--- config.mk ---
export PLATFORM = sky130hd
export DESIGN_NAME = dsp48a1_mac_sequencer
export DESIGN_NICKNAME = d
export VERILOG_FILES = /design/src/rtl/dsp48a1_mac_sequencer.sv
export SDC_FILE = /design/constraint.sdc
export NUM_CORES = 1
export LEC_CHECK = 0
export CAP_MARGIN = 10
export CORE_MARGIN = 1.5
export CORE_UTILIZATION = 34
export DETAILED_ROUTE_END_ITERATION = 10
export DONT_BUFFER_PORTS = 1
export PLACE_DENSITY = 0.53
export RECOVER_POWER = 50
export SLEW_MARGIN = 5
export SYNTH_ARGS = -nofsm -noshare
export SYNTH_HDL_FRONTEND = slang
export SYNTH_SLANG_ARGS = --single-unit
--- constraint.sdc ---
create_clock -name clk -period 2.5 [get_ports clk]
set_input_delay 0.375 -clock clk [delete_from_list [all_inputs] [get_ports clk]]
set_output_delay 0.375 -clock clk [all_outputs]
set_load 0.05 [all_outputs]
--- src/rtl/dsp48a1_mac_sequencer.sv ---
// Multiply-accumulate sequencer for one DSP48A1 slice: streams operand pairs into the
// slice, aligns OPMODE with the P stage through a flag pipeline, and returns the dot product.
module dsp48a1_mac_sequencer #(
  parameter int LEN_W    = 8,
  parameter int PIPE_LAT = 4
) (
  input  logic             clk,
  input  logic             reset,
  input  logic             start,
  input  logic [LEN_W-1:0] len,
  output logic             busy,
  output logic             done,
  output logic [47:0]      result,
  input  logic             in_valid,
  output logic             in_ready,
  input  logic [17:0]      in_a,
  input  logic [17:0]      in_b,
  output logic [17:0]      dsp_a,
  output logic [17:0]      dsp_b,
  output logic             dsp_ce,
  output logic [7:0]       dsp_opmode,
  output logic             dsp_rst_p,
  input  logic [47:0]      dsp_p
);

  // state   | meaning
  // S_IDLE  | waiting for start
  // S_LOAD  | clear slice P register and flag pipeline
  // S_FEED  | accept operand pairs; slice CE follows the handshake
  // S_DRAIN | flush the last products through the slice pipeline
  // S_DONE  | present result with a one-cycle done pulse
  typedef enum logic [2:0] {S_IDLE, S_LOAD, S_FEED, S_DRAIN, S_DONE} state_t;

  localparam int DW = $clog2(PIPE_LAT);
  localparam logic [DW-1:0] DRAIN_INIT = DW'(PIPE_LAT - 2);

  state_t              state, state_nxt;
  logic [LEN_W-1:0]    len_q;
  logic [LEN_W-1:0]    count;
  logic [DW-1:0]       drain_cnt;
  logic                zero_job;
  logic [47:0]         result_q;
  logic [PIPE_LAT-2:0] v_pipe, f_pipe;
  logic [PIPE_LAT-1:0] v_shift, f_shift;
  logic                hs, last, v_in, f_in;

  assign dsp_a   = in_a;
  assign dsp_b   = in_b;
  assign hs      = in_valid & in_ready;
  assign last    = (count == len_q - LEN_W'(1));
  assign v_in    = hs;
  assign f_in    = hs & (count == '0);
  assign v_shift = {v_pipe, v_in};
  assign f_shift = {f_pipe, f_in};

  // Tail of the flag pipeline lines up with the product arriving at the P stage.
  assign dsp_opmode = !v_pipe[PIPE_LAT-2] ? 8'h08 :
                      f_pipe[PIPE_LAT-2]  ? 8'h01 : 8'h09;

  always_comb begin
    state_nxt = state;
    busy      = (state != S_IDLE);
    done      = 1'b0;
    in_ready  = 1'b0;
    dsp_ce    = 1'b0;
    dsp_rst_p = 1'b0;
    result    = result_q;
    case (state)
      S_IDLE: begin
        if (start) state_nxt = (len == '0) ? S_DONE : S_LOAD;
      end
      S_LOAD: begin
        dsp_rst_p = 1'b1;
        state_nxt = S_FEED;
      end
      S_FEED: begin
        in_ready = 1'b1;
        dsp_ce   = in_valid;
        if (in_valid && last) state_nxt = S_DRAIN;
      end
      S_DRAIN: begin
        dsp_ce = 1'b1;
        if (drain_cnt == '0) state_nxt = S_DONE;
      end
      S_DONE: begin
        done      = 1'b1;
        result    = zero_job ? 48'd0 : dsp_p;
        state_nxt = S_IDLE;
      end
      default: state_nxt = S_IDLE;
    endcase
  end

  always_ff @(posedge clk) begin
    if (reset) begin
      state     <= S_IDLE;
      len_q     <= '0;
      count     <= '0;
      drain_cnt <= '0;
      zero_job  <= 1'b0;
      result_q  <= '0;
      v_pipe    <= '0;
      f_pipe    <= '0;
    end else begin
      state <= state_nxt;
      if (state == S_IDLE && start) begin
        len_q    <= len;
        zero_job <= (len == '0);
      end
      if (state == S_LOAD) begin
        count  <= '0;
        v_pipe <= '0;
        f_pipe <= '0;
      end else begin
        if (hs) count <= count + LEN_W'(1);
        if (dsp_ce) begin
          v_pipe <= v_shift[PIPE_LAT-2:0];
          f_pipe <= f_shift[PIPE_LAT-2:0];
        end
      end
      if (hs && last) drain_cnt <= DRAIN_INIT;
      else if (state == S_DRAIN && drain_cnt != '0) drain_cnt <= drain_cnt - DW'(1);
      if (state == S_DONE) result_q <= result;
    end
  end

endmodule

Yosys cells after proc, flatten, opt, wreduce, memory -nomap -nowiden --
Index checks and enable logic that the tools add are counted.
Cells by class: eq/ne operators 8, add/sub/neg operators 3, multiplexer cells 15, bitwise gates (word level) 2, reduce and logical (&&, ||, !) cells 14
Operator list (number):
- $mux W48 | 2
- $logic_not A8 Y1 | 2
- $mux W3 | 4
- $pmux W3 S4 | 1
- $add A8 B1 Y8 const B | 1
- $eq A8 B8 Y1 | 1
- $mux W4 | 2
- $sub A8 B1 Y8 const B | 1
- $eq A3 B2 Y1 const B | 2
- $ne A2 B2 Y1 const B | 3
- $logic_and A1 B1 Y1 | 4
- $mux W2 | 2
- $reduce_bool A2 Y1 | 2
- $reduce_or A2 Y1 | 2
- $eq A3 B1 Y1 const B | 1
- $eq A3 B3 Y1 const B | 1
- $logic_not A3 Y1 | 1
- $mux W1 | 3
- $reduce_and A3 Y1 | 1
- $reduce_bool A3 Y1 | 1
- $and A1 B1 Y1 | 2
- $logic_not A2 Y1 | 1
- $pmux W1 S2 | 1
- $sub A2 B1 Y2 const B | 1
Storage, ports and cells: output and inout bits 97, register bits after elaboration 76, word-level logic and storage cells 51, bits of input ports 96

Depth between registers and ports, before layout --
Gate-level depths: netlist of the first run.
depth in word-level cells 5, mapped depth 8, depth with buffers taken out 7

Least setup slack after synthesis of the first run --
Ideal clock, no wire load.
path kind register to register, start point register state[0], end point register count[0], data required time 2.372 ns, library setup time 0.128 ns, path buffers 2, arrival 2.299 ns, period minus slack after synthesis 2.426 ns, slack 0.074 ns, cell stages (with the launch flop) 6, path through dfxtp_1 -> clkbuf_2 -> nor3b_1 -> or2_2 -> clkbuf_1 -> nor2_1
Between the ends: word-level cells in the longest chain between the ends 3, elaborated cells on any way between the ends 5, classes of those cells 2 x eq/ne; 1 x mux; 1 x bitwise; 1 x reduce/logical
Ends and longest elaborated chain:
- start, declared | RTL line 37 | state_t state, state_nxt;
- start signal, assigned | RTL line 105 | state <= state_nxt;
- $eq A3 B2 Y1 | RTL line 68 | case (state)
- $mux W1 | RTL line 68
- $and A1 B1 Y1 | RTL line 49 | assign hs = in_valid & in_ready;
- end signal, assigned | RTL line 115 | if (hs) count <= count + LEN_W'(1);
- end, declared | RTL line 39 | logic [LEN_W-1:0] count;
Several ways; a longest one is shown, not always the timed one. A chain may end at the register's enable or synchronous reset.

Final worst setup path of the first run --
start point register state[0], end point output result[36]
Between the ends: word-level cells in the longest chain between the ends 2
Ends and longest elaborated chain:
- $eq A3 B3 Y1 | RTL line 68
- $mux W48 | RTL line 68
- end, declared | RTL line 13 | output logic [47:0] result,
Every way passes these cells.

==> metrics, run 1 <==
IO buf count 0; Slowest-stage cell, CP dfxtp_1; Max-slew headroom between 50% and 60%; critical-path cell list nor2_1, nand2_4, buf_12, o21ai_0, buf_4; Critical Path Fanout Max 52; Worst path top cell family by delay simple AND/OR/NAND/NOR gates; WHS Path Cells 1; crit path buf inv count 2; first-pass GRT wire length 13,100 um; 1st-iter DRT viols 76; period utilization between 90 and 100%; Critical Path End result[36]; I/O pin count 193; post-DR vias/cell around 4.7; drt drc 0; DRT antenna net count 0; Final Skew 0.00831 ns; Worst setup EP type primary output; GPL Wtd Cong ~0.82; Worst Path Required approximately 2.1 ns; Die Y between 100 and 150 um; final setup fails 0; vias in the first global route approximately 2,900; grt total ovfl 0; Slew @ Worst Pin about 0.69 ns; Nets approximately 580; worst reg2reg endpoint count[6]; Slew Viols, Final 0; TritonCTS buffer count 9; die area 11,900 um2; final hold viol count 0; fin util approximately two fifths; FF+latch count, synth between 70 and 80; filler cell count about 1,100; PwrDens 666 nW/um2; min Tclk post-route between 2 and 2.5 ns; CTS tree yes; Crit Path Class register to primary output; VDD IR max ~330 uV; Max Cap Viol 0; post-synthesis sequential area ratio between 30 and 40%; Synth Instances approximately 490; root buffer cell clkbuf_16; ys flop type dfxtp_1; total negative slack 0 ns; r2r setup slk 0.39 ns; maximum clock insertion buffer count 2; row count 38; Die W around 110 um; hold crit path type primary input to register; EDFF count, synth 0; total track usage 14.2%; Worst-Skew Late Latency 0.34 ns; clk slew on worst S/H paths approximately 0.06 ns; hpwl dp 5820 um; total clock sinks 76; RSZ-0062 raised after global routing no; origin of the worst min-delay path reset; Async S/R FF share, synth 0%; CP startpoint state[0]; Mapped Area 3840 um2; fraction of layout instances using a drive strength above 1 a little over an eighth; htree depth 3; crit path launch type register; ant diodes 0; largest net degree at the start of global routing 65; Syn Area/Cell between 7 and 8 um2; CTS Hold Buffers Added 0; R2R cell count 4; warnings from Yosys 0; CP peak stage delay about 0.37 ns; FMAX 432 MHz; overall routed net length a little over 8000 um; Reg2Reg Launch Point state[0]; status complete, no violations; Netlist cell types 42; CORE AREA roughly 11,000 um2; starting density of the core approximately a third; postcts setup bufs 0; number of cells on the critical path 5; DR WL/cell about 13 um; hold_ws approximately 0.13 ns; 1st-pass router iterations 6; initial antenna violation count 0; area grow syn2layout 12.6%; via count 2,958; Leak around 0.0018 uW; Crit path arrival time 1.94 ns
## power by group
group / switching [uW] / internal [uW]
Clock: 510 / 874
Sequential: 21.2 / 1230
Combinational: 167 / 78.5
## what timing repair did
action	4_1_cts	5_1_grt
endpoints found under the hold margin	0	0
resized for setup	0	1
endpoints found under the setup margin	0	10
## metal layers
| metal | track usage, % | wire, um | vias to the layer above |
|---|---|---|---|
| li1 | - | - | 1511 |
| met1 | 15.3 | 3340 | 1331 |
| met2 | 23.2 | 3870 | 83 |
| met3 | 6.64 | 750 | 33 |
| met4 | 7.42 | 221 | 0 |
| met5 | 0 | 0 | - |
## per-stage QoR
stage	cells	cell area (um2)	total power [uW]	setup WS (ns)
CTS	628	4350	2930	0.133
finish	628	4330	2880	0.186
floorplan	490	3860	1650	0.0736
detailed placement	612	4030	1530	0.516
global placement	612	4030	1530	0.538
global route	628	4330	3000	0.0461
## synthesized netlist by cell type, types with 2 or more instances
master / instances / area, um2
dfxtp_1: 76 / 1520
nand2_1: 72 / 270
nand2b_1: 51 / 319
o21ai_0: 49 / 245
nor2b_1: 48 / 300
buf_4: 44 / 330
nor2_1: 24 / 90.1
clkbuf_1: 22 / 82.6
a21oi_1: 14 / 70.1
inv_1: 11 / 41.3
xor2_1: 9 / 78.8
xnor2_1: 6 / 52.6
buf_2: 5 / 25.0
nand3_1: 5 / 25.0
nor3_1: 5 / 25.0
ha_1: 4 / 50.1
mux2i_1: 4 / 40.0
a211oi_1: 3 / 22.5
nand4_1: 3 / 18.8
a21o_1: 2 / 15.0
a31oi_1: 2 / 12.5
and2_1: 2 / 12.5
and3_1: 2 / 12.5
nor3b_1: 2 / 15.0
o21ai_1: 2 / 10.0
or4_1: 2 / 15.0
## sequential cells by signal (all words and copies together), names as in the netlist
| signal | flops |
|---|---|
| f_pipe | 3 |
| zero_job | 1 |
| result_q | 48 |
| len_q | 8 |
| state | 3 |
| v_pipe | 3 |
| drain_cnt | 2 |
| count | 8 |
## final cells by class
class	count	area [um2]	area share [%]
Clock inverter	6	88.8	2.05
Clock buffer	10	229	5.29
Multi-Input combinational cell	331	1860	43.1
Timing Repair Buffer	54	408	9.43
Inverter	11	41.3	0.954
Tap cell	140	175	4.05
Sequential cell	76	1520	35.2
## kinds of logic after synthesis
kind of cell    after synthesis  share of synthesized area (%)
compound gates               78                           11.1
mux                           4                           1.04
simple gates                224                           30.8
fa+ha+maj                     4                           1.30
flops                        76                           39.6
other cells                   1                         0.0976
buf+inv                      83                           12.6
xor+xnor                     15                           3.42
## how the worst min path moves through the flow
stage | end | slack, ns
4_1_cts | zero_job | 0.11
3_5_place_dp | zero_job | 0.47
3_3_place_gp | len_q[7] | 0.46
5_1_grt | result_q[12] | 0.09
2_1_floorplan | len_q[7] | 0.45
6_report | v_pipe[0] | 0.13
## placed cells by master, fill, tap and decap left out, types with 2 or more instances in the layout
cell | Yosys | final
a211oi_1 | 3 | 3
a21o_1 | 2 | 2
a21oi_1 | 14 | 14
a31oi_1 | 2 | 2
and3_1 | 2 | 2
buf_12 | 0 | 2
buf_4 | 44 | 46
bufinv_16 | 0 | 2
clkbuf_1 | 22 | 7
clkbuf_16 | 0 | 9
clkinvlp_4 | 0 | 2
conb_1 | 1 | 6
dfxtp_1 | 76 | 76
ha_1 | 4 | 4
inv_1 | 11 | 11
mux2i_1 | 4 | 4
nand2_1 | 72 | 71
nand2b_1 | 51 | 51
nand3_1 | 5 | 5
nand4_1 | 3 | 3
nor2_1 | 24 | 24
nor2b_1 | 48 | 48
nor3_1 | 5 | 5
nor3b_1 | 2 | 2
o21ai_0 | 49 | 13
o21ai_1 | 2 | 38
or4_1 | 2 | 2
xnor2_1 | 6 | 6
xor2_1 | 9 | 9
Note: power is estimated with default switching activity, not from simulation.
==> run 2, diff against run 1 <==
--- a/config.mk
+++ b/config.mk
@@ -6,13 +6,14 @@
 export NUM_CORES = 1
 export LEC_CHECK = 0
 export CAP_MARGIN = 10
+export CORE_ASPECT_RATIO = 1.75
 export CORE_MARGIN = 1.5
 export CORE_UTILIZATION = 34
 export DETAILED_ROUTE_END_ITERATION = 10
 export DONT_BUFFER_PORTS = 1
 export PLACE_DENSITY = 0.53
 export RECOVER_POWER = 50
-export SLEW_MARGIN = 5
+export SLEW_MARGIN = 15
 export SYNTH_ARGS = -nofsm -noshare
 export SYNTH_HDL_FRONTEND = slang
 export SYNTH_SLANG_ARGS = --single-unit
==> run 2 against run 1 <==
  * Clock power decreased by 11%
  * Cell area decreased by 0.93%
  * Clock-buffer cell count shrank 1
  * Flip-flop and latch count unchanged
  * Fmax is 0.33% lower
  * Setup slack got worse by 0.0076 ns
  * Critical path depth did not move
  * Total power down 5.4%
  * First-iteration DRC count is 78% higher
  * Global-route usage decreased by 0.29 points
  * Via count increased by 1.4%
  * Sequential share of layout area is 0.33 points higher
  * Critical path type unchanged
  * Critical endpoint is now result[29]
  * Largest power group is now sequential cells
==> metrics, run 2 (synthesis results as in run 1) <==
Nets 584 (+0.17%); DR WL/cell 13.7 um (+5.0%); first-pass GRT wire length 13,300 um (+1.3%); crit path buf inv count 2 (unchanged); DRT antenna net count 0 (unchanged); Max-slew headroom 48.9% (-5.0 points); Power Internal 1990 uW (-8.7%); drt drc 0 (unchanged); WHS Path Cells 1 (unchanged); grt total ovfl 0 (unchanged); starting density of the core 34.8% (-0.33 points); Die Y 144 um (+31%); most frequent cells in the layout 76 x dfxtp_1, 71 x nand2_1, 52 x buf_4; Worst setup EP type primary output; min Tclk post-route 2.32 ns (+0.00760 ns); htree depth 3 (unchanged); crit path launch type register; Seq pwr share 46.0% (+2.6 points); Resized Gates After CTS 0 (unchanged); total track usage 13.9% (-0.29 points); area grow syn2layout 11.6%; 1st-pass router iterations 4 (-2); Slew Viols, Final 0 (unchanged); R2R cell count 4 (unchanged); Crit Path Class register to primary output; Layout Cells excl Fill 621 (-1.1%); Max Cap Viol 0 (unchanged); vias in the first global route 2,828 (-1.5%); CORE AREA 11,000 um2 (+0.95%); filler cell count 1,190 (+4.9%); TritonCTS buffer count 9 (unchanged); largest registers result_q: 48 flops, count: 8 flops, len_q: 8 flops; CTS tree yes; Clock power frac 45.0% (-3.0 points); Sw Share 26.9% (+2.6 points); Slowest-stage cell, CP dfxtp_1; max reg flops 48 (unchanged); initial antenna violation count 0 (unchanged); I/O pin count 193 (unchanged); Worst path top cell family by delay buffers and inverters; post-DR vias/cell 4.83 (+2.5%); hpwl dp 6170 um (+6.1%); period utilization 92.9% (+0.30 points); Critical Path Fanout Max 54 (+3.8%); Worst Path Required 2.12 ns (about the same); clk slew on worst S/H paths 0.06 ns (about the same); CTS Hold Buffers Added 0 (unchanged); final setup fails 0 (unchanged); post-route cell area 4290 um2 (-0.93%); Combinational Power Share 9.0% (+0.5 points); critical-path cell list nor2_1, nand2_2, buf_12, o21ai_0, buf_4; Crit path arrival time 1.95 ns (about the same); Inst Count DP 605 (-1.1%); P_sw 733 uW (+4.8%); number of cells on the critical path 5 (unchanged); Worst-Skew Late Latency 0.33 ns (about the same); ant diodes 0 (unchanged); DP Area 4020 um2 (-0.37%); VDD IR max 336 uV (+2.4%); commonest non-fill, non-tap cell in the layout dfxtp_1; fraction of layout instances using a drive strength above 1 14.5% (+1.2 points); RSZ-0062 raised after global routing no; Total Power 2730 uW (-5.4%); maximum clock insertion buffer count 2 (unchanged); total clock sinks 76 (unchanged); Leak 0.00176 uW (-0.55%); PwrDens 636 nW/um2 (-4.5%); IO buf count 0 (unchanged); Final Skew 0.00596 ns (-0.00235 ns); Die W 83.4 um (-24%); 1st-iter DRT viols 135 (+78%); largest net degree at the start of global routing 65 (unchanged); total negative slack 0 ns (unchanged); GPL Wtd Cong 0.813 (-0.33%); Biggest register result_q; root buffer cell clkbuf_16; CP peak stage delay 0.38 ns (about the same); final hold viol count 0 (unchanged); row count 51 (+34%); Slew @ Worst Pin 0.766 ns (+0.0745 ns); die area 12,000 um2 (+0.21%); status complete, no violations; via count 2,999 (+1.4%); overall routed net length 8490 um (+3.8%); hold crit path type primary input to register; postcts setup bufs 0 (unchanged); FMAX 431 MHz (-0.33%)
## run 2: area by class of cell
type | count | area, um2 | share of cell area (%)
timing repair buffer | 55 | 418 | 9.75
clock buffer | 9 | 225 | 5.25
multi-input combinational | 331 | 1860 | 43.3
sequential | 76 | 1520 | 35.5
tap | 132 | 165 | 3.85
clock inverter | 7 | 57.6 | 1.34
inverter | 11 | 41.3 | 0.963
## run 2: power groups by stage
stage | Combinational (uW) | Clock [uW] | Sequential, uW
floorplan | 379 | 0 | 1270
global placement | 249 | 0 | 1280
detailed placement | 252 | 0 | 1280
CTS | 252 | 1270 | 1250
global route | 268 | 1320 | 1260
finish | 246 | 1230 | 1250
## run 2: path summary, 6_finish.rpt
kind | slack (ns) | end | startpoint
max | 0.18 | result[29] | state[0]
min | 0.11 | result_q[6] | reset
max reg2reg | 0.34 | count[5] | state[0]
min reg2reg | 0.47 | len_q[7] | len_q[7]
## run 2: worst reg2reg max path, delay by kind of cell, from the launching register on
family / cells / cell delay, ns
and+or+nand+nor: 3 / 1.04
buffers and inverters: 1 / 0.52
DFF: 1 / 0.47
## run 2: metrics by stage
stage / worst slack (ns) / utilization (%) / hold WS [ns]
after global placement: 0.579 / 36.4 / 0.452
after global routing: 0.0104 / 38.8 / 0.0910
final: 0.179 / 38.8 / 0.109
after CTS: 0.203 / 38.9 / 0.0949
after detailed placement: 0.568 / 36.4 / 0.454
after floorplan: 0.0736 / - / 0.448
## run 2: layer usage
layer	GRT usage, %	wire, um	up-vias
met5	0	0	-
met4	7.63	223	0
met3	3.91	552	18
met2	24.7	4440	108
met1	14.7	3270	1365
li1	-	-	1508
